**src/rtl/scoreboard_hazard_ctrl.sv**
```systemverilog
// Issue-stage hazard controller: per-register pending-write counters drive RAW/WAW stalls,
// writeback bypass selects and stall performance counters.
module scoreboard_hazard_ctrl #(
    parameter int unsigned NREGS = 32,
    parameter int unsigned IDXW  = 5,
    parameter int unsigned CNTW  = 2,
    parameter int unsigned PERFW = 16
) (
    input  logic             clk,
    input  logic             rst,
    input  logic             id_valid,
    input  logic [IDXW-1:0]  id_rs1,
    input  logic [IDXW-1:0]  id_rs2,
    input  logic             id_rs1_used,
    input  logic             id_rs2_used,
    input  logic [IDXW-1:0]  id_rd,
    input  logic             id_rd_we,
    input  logic             wb_valid,
    input  logic [IDXW-1:0]  wb_rd,
    output logic             id_stall,
    output logic             id_issue,
    output logic             fwd_rs1_wb,
    output logic             fwd_rs2_wb,
    output logic [PERFW-1:0] stall_total,
    output logic [PERFW-1:0] stall_max_run
);

    localparam logic [CNTW-1:0]  CntMax  = '1;
    localparam logic [CNTW-1:0]  CntOne  = CNTW'(1);
    localparam logic [PERFW-1:0] PerfMax = '1;
    localparam logic [PERFW-1:0] PerfOne = PERFW'(1);

    typedef enum logic {StRun, StStall} state_e;

    logic [CNTW-1:0]  cnt_q [NREGS];
    logic [CNTW-1:0]  cnt_d [NREGS];
    state_e           state_q, state_d;
    logic [PERFW-1:0] run_q, run_d;
    logic [PERFW-1:0] max_q, max_d;
    logic [PERFW-1:0] total_q, total_d;

    logic [CNTW-1:0] cnt_rs1, cnt_rs2, cnt_rd, cnt_wb;
    logic            hit1, hit2, byp1, byp2, waw_full;
    logic            issue_wr, wb_hit;

    always_comb begin
        cnt_rs1  = cnt_q[id_rs1];
        cnt_rs2  = cnt_q[id_rs2];
        cnt_rd   = cnt_q[id_rd];
        cnt_wb   = cnt_q[wb_rd];
        hit1     = id_rs1_used && (id_rs1 != '0) && (cnt_rs1 != '0);
        hit2     = id_rs2_used && (id_rs2 != '0) && (cnt_rs2 != '0);
        // Bypass only when the writeback is the sole outstanding write.
        byp1     = wb_valid && (wb_rd == id_rs1) && (cnt_rs1 == CntOne);
        byp2     = wb_valid && (wb_rd == id_rs2) && (cnt_rs2 == CntOne);
        waw_full = id_rd_we && (id_rd != '0) && (cnt_rd == CntMax)
                   && !(wb_valid && (wb_rd == id_rd));
        id_stall   = !rst && id_valid && ((hit1 && !byp1) || (hit2 && !byp2) || waw_full);
        id_issue   = !rst && id_valid && !id_stall;
        fwd_rs1_wb = id_issue && hit1 && byp1;
        fwd_rs2_wb = id_issue && hit2 && byp2;
        issue_wr   = id_issue && id_rd_we && (id_rd != '0);
        wb_hit     = wb_valid && (wb_rd != '0);
    end

    // Issue and retire to the same register cancel out.
    always_comb begin
        cnt_d = cnt_q;
        if (issue_wr && !(wb_hit && (wb_rd == id_rd))) begin
            cnt_d[id_rd] = cnt_rd + CntOne;
        end
        if (wb_hit && (cnt_wb != '0) && !(issue_wr && (wb_rd == id_rd))) begin
            cnt_d[wb_rd] = cnt_wb - CntOne;
        end
    end

    always_comb begin
        state_d = state_q;
        run_d   = run_q;
        max_d   = max_q;
        total_d = total_q;
        if (id_stall && (total_q != PerfMax)) begin
            total_d = total_q + PerfOne;
        end
        unique case (state_q)
            StRun: begin
                if (id_stall) begin
                    state_d = StStall;
                    run_d   = PerfOne;
                end
            end
            StStall: begin
                if (id_stall) begin
                    if (run_q != PerfMax) run_d = run_q + PerfOne;
                end else begin
                    state_d = StRun;
                    run_d   = '0;
                end
            end
            default: state_d = StRun;
        endcase
        if (id_stall && (run_d > max_q)) begin
            max_d = run_d;
        end else if (!id_stall && (state_q == StStall) && (run_q > max_q)) begin
            max_d = run_q;
        end
    end

    always_ff @(posedge clk) begin
        if (rst) begin
            for (int unsigned r = 0; r < NREGS; r++) begin
                cnt_q[r] <= '0;
            end
            state_q <= StRun;
            run_q   <= '0;
            max_q   <= '0;
            total_q <= '0;
        end else begin
            cnt_q   <= cnt_d;
            state_q <= state_d;
            run_q   <= run_d;
            max_q   <= max_d;
            total_q <= total_d;
        end
    end

    always_ff @(posedge clk) begin
        if (!rst) begin
            assert (!(wb_hit && (cnt_wb == '0) && !(issue_wr && (wb_rd == id_rd))))
            else $warning("writeback to register %0d with no pending write", wb_rd);
        end
    end

    assign stall_total   = total_q;
    assign stall_max_run = max_q;

endmodule
```
**config.mk**
```make
export PLATFORM = sky130hd
export DESIGN_NAME = scoreboard_hazard_ctrl
export DESIGN_NICKNAME = d
export VERILOG_FILES = /design/src/rtl/scoreboard_hazard_ctrl.sv
export SDC_FILE = /design/constraint.sdc
export NUM_CORES = 1
export LEC_CHECK = 0
export ABC_AREA = 1
export BUFFER_PORTS_ARGS = -buffer_cell sky130_fd_sc_hd__buf_2
export CORE_UTILIZATION = 35
export CTS_BUF_LIST = sky130_fd_sc_hd__clkbuf_8
export DETAILED_ROUTE_END_ITERATION = 10
export PLACE_DENSITY = 0.58
export SETUP_SLACK_MARGIN = 0.2
export SYNTH_ARGS = -nofsm -noshare
export SYNTH_HDL_FRONTEND = slang
export SYNTH_SLANG_ARGS = --single-unit
```
**constraint.sdc**
```tcl
create_clock -name clk -period 12.2 [get_ports clk]
set_input_delay 3.05 -clock clk [delete_from_list [all_inputs] [get_ports clk]]
set_output_delay 3.05 -clock clk [all_outputs]
set_load 0.02 [all_outputs]
```
# == Yosys cells after proc, flatten, opt, wreduce, memory -nomap -nowiden ==
# Index checks and enable logic that the tools add are counted.
# word_totals
ff_bits,113
input_bits,27
output_inout_bits,36
elab_cells,140
# op_classes
n_addsub,4
n_lt_le_gt_ge,8
eq_ne,8
n_mux,27
bitwise_logic,5
n_reduce_logical,52
# ops
cell,count
64-bit bitwise mux,2
64-bit two-way mux,2
16-bit two-way mux,5
2-bit binary-select mux with 5-bit select,4
1-bit logical AND,35
"16-bit by 1-bit adder with 16-bit output, second input constant",2
16-bit greater-than comparator,2
"16-bit inequality test, second input constant",2
16-bit one-hot mux with 2 select lines,1
"6-bit greater-or-equal comparator, second input constant",4
5-bit inverter with 6-bit output,4
2-bit demux with 5-bit select,2
2-bit two-way mux,10
5-bit nonzero test,4
5-bit equality test,3
"6-bit by 1-bit < comparator with 1-bit output, second input constant",2
2-bit nonzero test,4
1-bit zero test,7
"2-bit by 1-bit equality test with 1-bit output, second input constant",2
"2-bit by 1-bit adder with 2-bit output, second input constant",1
"2-bit equality test, second input constant",1
1-bit logical OR,2
"2-bit by 1-bit subtractor with 2-bit output, second input constant",1
1-bit two-way mux,1
1-bit inverter,1

# == Depth between registers and ports, before layout ==
# Gate-level depths: netlist of the first run.
# depth
depth_word,19
ltp_mapped,38
ltp_nobuf,34

# == Worst setup path after synthesis of the first run ==
# Ideal clock, no wire load.
# synth_path
path_kind,input to output
from,in id_rd[0]
to,out fwd_rs2_wb
arrival_time_ns,5.528
t_required_ns,9.150
slack_ns,3.622
stages,15
cell_sequence,nand2_1 > inv_1 > clkbuf_1 > a22oi_1 > nand2_1 > a22o_1 > nor4_2 > clkbuf_1 > inv_1 > ha_1 > nand2_1 > a21oi_1 > a21oi_2 > nand3_1 > nor3_1
# synth_between
elab_chain_len,13
# synth_rtl
element,line_no,source
start: declaration,16,"input logic [IDXW-1:0] id_rd,"
5-bit inverter with 6-bit output (implied by the code),49,cnt_rd = cnt_q[id_rd];
2-bit binary-select mux with 5-bit select,49,
2-bit two-way mux (implied by the code) (2 in series),49,
2-bit equality test,56,waw_full = id_rd_we && (id_rd != '0) && (cnt_rd == CntMax)
1-bit logical AND,56,
1-bit logical AND (*),57,&& !(wb_valid && (wb_rd == id_rd));
1-bit logical OR (*),58,id_stall = !rst && id_valid && ((hit1 && !byp1) || (hit2 && !byp2) || waw_full);
1-bit logical AND (*),58,
1-bit zero test (*),59,id_issue = !rst && id_valid && !id_stall;
1-bit logical AND (*),59,
1-bit logical AND (*) (2 in series),61,fwd_rs2_wb = id_issue && hit2 && byp2;
end: declaration,23,"output logic fwd_rs2_wb,"
# Mark *: on every way between the ends. The rest lies on a longest branch, timed or not. The select of a mux whose other input is x is not followed.

# == Worst setup path after layout of the first run ==
# layout_path
from,in id_rd[0]
to,out id_stall
# layout_between
elab_chain_len,9
# layout_rtl
element,line_no,source
5-bit inverter with 6-bit output (implied by the code),49,
2-bit binary-select mux with 5-bit select,49,
2-bit two-way mux (implied by the code) (2 in series),49,
2-bit equality test,56,
1-bit logical AND,56,
1-bit logical AND (*),57,
1-bit logical OR (*),58,
1-bit logical AND (*),58,
end: declaration,20,"output logic id_stall,"
# Marked as above.

==> results of run 1 <==
## per-layer routing
layer | up-vias | global-route usage
li1 | 6058 | -
met1 | 5687 | 0.318
met4 | 0 | 0.105
met2 | 499 | 0.418
met3 | 91 | 0.0401
met5 | - | 0
## per-stage QoR
step                       util  instance area, µm²
final                     0.382               11300
after global routing      0.382               11300
after CTS                 0.382               11300
after detailed placement  0.367               10900
after global placement    0.367               10900
after floorplan               -               10600
## sequential cells by signal, summed over array words and instances (netlist names)
register	flops
cnt_q	64
run_q	16
stall_max_run	16
stall_total	16
state_q	1
## placed cells by master (no fill, tap or decap), types with 22 or more instances in the layout
cell type / n
a21oi_1: 42
a22oi_1: 22
buf_2: 62
clkinv_1: 41
dfxtp_1: 113
ha_1: 36
inv_1: 231
nand2_1: 510
nand3_1: 271
nand4_1: 155
nor2_1: 101
nor3_1: 30
o21ai_0: 48
## critical path: cells and delay by family
family / cells / cell delay [ps]
and+or+nand+nor: 6 / 1480
buffers and inverters: 6 / 1350
AOI/OAI and AO/OA: 4 / 770
adders and majority gates: 1 / 200
## cell families after synthesis
kind of cell | count (synthesis) | share of synthesized area
AO/OA/AOI/OAI | 176 | 0.102
XOR/XNOR | 16 | 0.0132
adder cells (fa/ha/maj) | 36 | 0.0424
AND/OR/NAND/NOR | 1093 | 0.467
buffers and inverters | 405 | 0.163
flip-flops | 113 | 0.213
## worst max-delay path by stage
stage,start,end,slack (ps),cells past startpoint
global route,id_rd[0],id_stall,2040,17
floorplan,id_rd[0],fwd_rs2_wb,3620,15
detailed placement,id_rd[0],id_stall,2390,17
CTS,id_rd[0],id_stall,2380,17
global placement,id_rd[1],id_stall,2510,16
finish,id_rd[0],id_stall,2260,17
## final cells by class
cell class                      instances  area (µm²)  share of cell area
Multi-Input combinational cell       1321        6650               0.586
Sequential cell                       113        2260               0.199
Inverter                              280        1060              0.0931
Tap cell                              390         488              0.0430
Timing Repair Buffer                   82         460              0.0406
Clock buffer                           17         234              0.0206
Clock inverter                         15         198              0.0174
## power groups by stage
stage	Combinational [µW]	Clock, µW	Sequential, µW
after floorplan	135	0	390
after global placement	199	0	386
after detailed placement	200	0	386
after CTS	202	418	377
after global routing	222	434	378
final	204	409	377
==> qor.yml, run 1 <==
routing:
  first_iter_violations: 1141
  route.met3.wl_um: 2860
  topRoutingLayerUsed: "met4"
  wl_met1_um: 16500
  drc: 0
  drtPass1Iterations: 8
  routed-wl-met2_um: 17600
  wl_per_cell_um: 17.2
  vias_per_cell: 5.56
  antenna_left: 0
  drt-total-wl_um: 38200
  vias: 12300
critical_path:
  required_ps: 9150
  arrival_ps: 6890
  worstPathCellList: "buf_2 -> inv_1 -> nand2_1 -> inv_1 -> a22oi_1 -> nand2_1 -> a22o_1 -> nor4_4 -> inv_1 -> ha_1 -> nand2_1 -> a21oi_1 -> a21oi_2 -> nand2_1 -> nand2_2 -> inv_2 -> buf_2"
  reg2reg_depth: 29
  r2r_end: "stall_max_run[6]"
  r2r_slack_ps: 6640
  path_class: "input pin to output port"
  max_stage_delay_ps: 640
  end_kind: "output port"
  cp_max_fo: 30
  cp-start-kind: "input pin"
  reg2reg_from: "cnt_q[54]"
  cpMostUsedCell: "nand2_1"
  cp_slowest_cell: "inv_1"
timing:
  fin_crit_sh: 0.815
  tightest_slew_ps: 1160
  fmax_ghz: 0.101
  setup_ws_ps: 2260
  final.setup.tns_ps: 0
  relSlewSlack: 0.223
  final-max-slew-violation-count: 0
  hold_ws_ps: 498
  finalSetupViolations: 0
  fin_skew_ps: 31.8
  rsz0062_at_grt: "false"
  period_minus_slack_ps: 9940
  hold_viol: 0
grt:
  grt_use_total: 0.250
  grt_pass1_wl_um: 61200
  grt_pass1_vias: 11300
  antenna_found_initial: 0
  grt_max_degree: 94
  globalRouteOverflowTotal: 0
yosys:
  synth.avg_cell_area_um2: 5.77
  synth_enable_flop_cells: 0
  synth_cell_types: 44
  synth.area.top_cells: "dfxtp_1, nand2_1, nand3_1"
  ys_ff_latch: 113
  synth_fp_nets: 1902
  seq_area_frac_synth: 0.213
  synth_area_leader_cell: "dfxtp_1"
  synth.most_common_cell: "nand2_1"
  synthesis.area_um2: 10600
  syn-instance-count: 1839
  synth_top_cell_area_share: 0.213
  ys_warn_count: 0
  async_flop_share: 0
  ys_dominant_reg_cell: "dfxtp_1"
  synthTopCellsByCount: "nand2_1, nand3_1, inv_1"
power_and_ir_drop:
  total_power_uw: 991
  p_leak_uw: 0.00545
  switchingPower_uw: 357
  power_density_nw_per_um2: 87.3
  swShare: 0.360
  p_seq_frac: 0.381
  p_int_uw: 634
  vdd_drop_max_uv: 81.7
  clkPwrFrac: 0.413
  combPwrFrac: 0.206
placement:
  dp_slack_ps: 2390
  port_buffers: 62
  routabilityCongestion: 0.943
  place_hpwl_um: 25600
  dp_cells: 2186
flow_run:
  maxCapViolations: 0
finish:
  drive_above_1_share: 0.0760
  syn2layout_area_growth_pct: 6.83
  stdcell_count: 2218
  layout.nets: 1878
  n_fill_cell: 3284
  antenna_cells: 0
floorplan:
  io_pins: 63
  start_util: 0.357
  num_rows: 63
  die_y_um: 176
  die_w_um: 176
  die-area_um2: 31000
  core_um2: 29700
min_path:
  hp-start: "cnt_q[62]"
  holdPathStages: 2
  hold_class: "flop to flop"
  holdPathEnd: "cnt_q[62]"
clock_network:
  cts_hold_buf: 0
  post_cts_buffers: 0
  cts_root_buffer: "clkbuf_8"
  clk_pin_slew_ps: 110
  htreeDepth: 4
  cts_buffers: 17
  insertion_delay_ps: 480
  cts.sinks: 113
  clockBufferDepth: 2
  cts_tree: "done"
  cts_resized: 0
outcome:
  outcome: "complete, no violations"
(Power assumes the default switching activity.)
==> inputs of run 2 (changes only) <==
==> constraint.sdc (replaced) <==
create_clock -name clk -period 9.3 [get_ports clk]
set_input_delay 2.325 -clock clk [delete_from_list [all_inputs] [get_ports clk]]
set_output_delay 2.325 -clock clk [all_outputs]
set_load 0.02 [all_outputs]
==> run 2 against run 1 <==
Sequential share of layout area about the same. Total power up 26%. Global-route usage fell by 0.10 points. Count of clock-buffer cells in the layout stayed put. Design area is essentially flat. Register-to-register slack lost 2400 ps. Cell count increased by 0.18%. Via count barely moved. Routed wire length up 0.48%. Critical path depth unchanged. Worst setup slack lost 1100 ps. Largest cell class unchanged.
==> qor.yml, run 2 (synthesized netlist as in run 1, its figures left out) <==
outcome:
  outcome: "complete, no violations"
placement:
  dp_slack_ps: 1260
  routabilityCongestion: 0.975
  place_hpwl_um: 25800
  port_buffers: 62
routing:
  wl_per_cell_um: 17.3
  drc: 0
  antenna_left: 0
  drt-total-wl_um: 38400
  drtPass1Iterations: 7
  first_iter_violations: 1279
  vias: 12300
  vias_per_cell: 5.55
timing:
  setup_ws_ps: 1170
  hold_viol: 0
  fmax_ghz: 0.123
  fin_crit_sh: 0.875
  final.setup.tns_ps: 0
  tightest_slew_ps: 1160
  final-max-slew-violation-count: 0
  period_minus_slack_ps: 8130
  hold_ws_ps: 495
  relSlewSlack: 0.225
  rsz0062_at_grt: "false"
  fin_skew_ps: 16.5
  finalSetupViolations: 0
grt:
  grt_pass1_vias: 11100
  grt_max_degree: 65
  globalRouteOverflowTotal: 0
  grt_use_total: 0.249
  antenna_found_initial: 0
  grt_pass1_wl_um: 60600
min_path:
  hold_class: "flop to flop"
  holdPathStages: 2
power_and_ir_drop:
  total_power_uw: 1250
  vdd_drop_max_uv: 81.7
  p_leak_uw: 0.00545
  power_density_nw_per_um2: 111
clock_network:
  cts.sinks: 113
  post_cts_buffers: 0
  clk_pin_slew_ps: 90
  clockBufferDepth: 2
  htreeDepth: 4
  cts_hold_buf: 0
  insertion_delay_ps: 480
  cts_resized: 0
  cts_buffers: 17
  cts_tree: "done"
  cts_root_buffer: "clkbuf_8"
critical_path:
  arrival_ps: 5810
  cp_max_fo: 29
  worst-path-stages: 17
  cp-start-kind: "input pin"
  reg2reg_depth: 26
  required_ps: 6980
  worst-path-buf-inv: 6
  worstPathCellList: "buf_2 -> nand2_1 -> inv_1 -> a22oi_1 -> nand2_1 -> a22o_1 -> nor4_4 -> inv_1 -> ha_1 -> nand2_1 -> a21oi_1 -> a21oi_2 -> nand2_1 -> nand2_2 -> buf_4 -> inv_2 -> buf_2"
  path_class: "input pin to output port"
  cp_slowest_cell: "inv_1"
  cpMostUsedCell: "nand2_1"
  crit_family: "buffers and inverters"
  end_kind: "output port"
  max_stage_delay_ps: 550
finish:
  layout.nets: 1882
  largest_reg_flops: 64
  layout_commonest_cell: "nand2_1"
  antenna_cells: 0
  fin_util: 0.381
  mostFrequentLayoutCells: "nand2_1, nand3_1, inv_1"
  drive_above_1_share: 0.0781
  top_register: "cnt_q"
  syn2layout_area_growth_pct: 6.75
flow_run:
  maxCapViolations: 0
floorplan:
  die_w_um: 176
  io_pins: 63
  num_rows: 63
  die_y_um: 176
  die-area_um2: 31000
  core_um2: 29700
  start_util: 0.357
run 2: changes by cell type in the layout (fill, tap and decap cells not counted), sizes merged:
cell	change
buf	+4
clkinvlp	+1
bufinv	-1
inv	-4
clkinv	+4
run 2: path summary, 6_finish.rpt:
check / start / endpoint / slack, ps
hold reg to reg: cnt_q[62] / cnt_q[62] / 490
setup reg to reg: run_q[0] / stall_max_run[6] / 4220
hold / removal: cnt_q[62] / cnt_q[62] / 490
setup / recovery: id_rd[1] / id_stall / 1170
run 2: final cells by class:
cell class	count	area, µm²
Fill cell	3281	18400
Multi-Input combinational cell	1321	6650
Sequential cell	113	2260
Inverter	280	1060
Timing Repair Buffer	86	490
Tap cell	390	488
Clock buffer	17	234
Clock inverter	15	159
run 2: tightest hold or removal path, cell delays in order, from the launching register on:
cell     delay, ps
dfxtp_1        330
inv_1           90
nor2_1          40
run 2: through the flow:
| step | cell area (µm²) | cells |
|---|---|---|
| 2_1_floorplan | 10600 | 1839 |
| 3_3_place_gp | 10900 | 2190 |
| 3_5_place_dp | 10900 | 2190 |
| 4_1_cts | 11300 | 2222 |
| 5_1_grt | 11300 | 2222 |
| 6_report | 11300 | 2222 |
run 2: layer usage:
metal / up-vias / GRT usage / share of wire / wire, µm
met5: - / 0 / 0 / 0
met4: 0 / 0.113 / 0.037 / 1410
met3: 105 / 0.0362 / 0.074 / 2850
met2: 499 / 0.404 / 0.45 / 17400
met1: 5663 / 0.326 / 0.44 / 16800
li1: 6061 / - / - / -
run 2: power by group:
part           switching (µW)  internal [µW]
sequential               5.48            490
combinational             200           69.4
clock                     249            240
total                     454            799
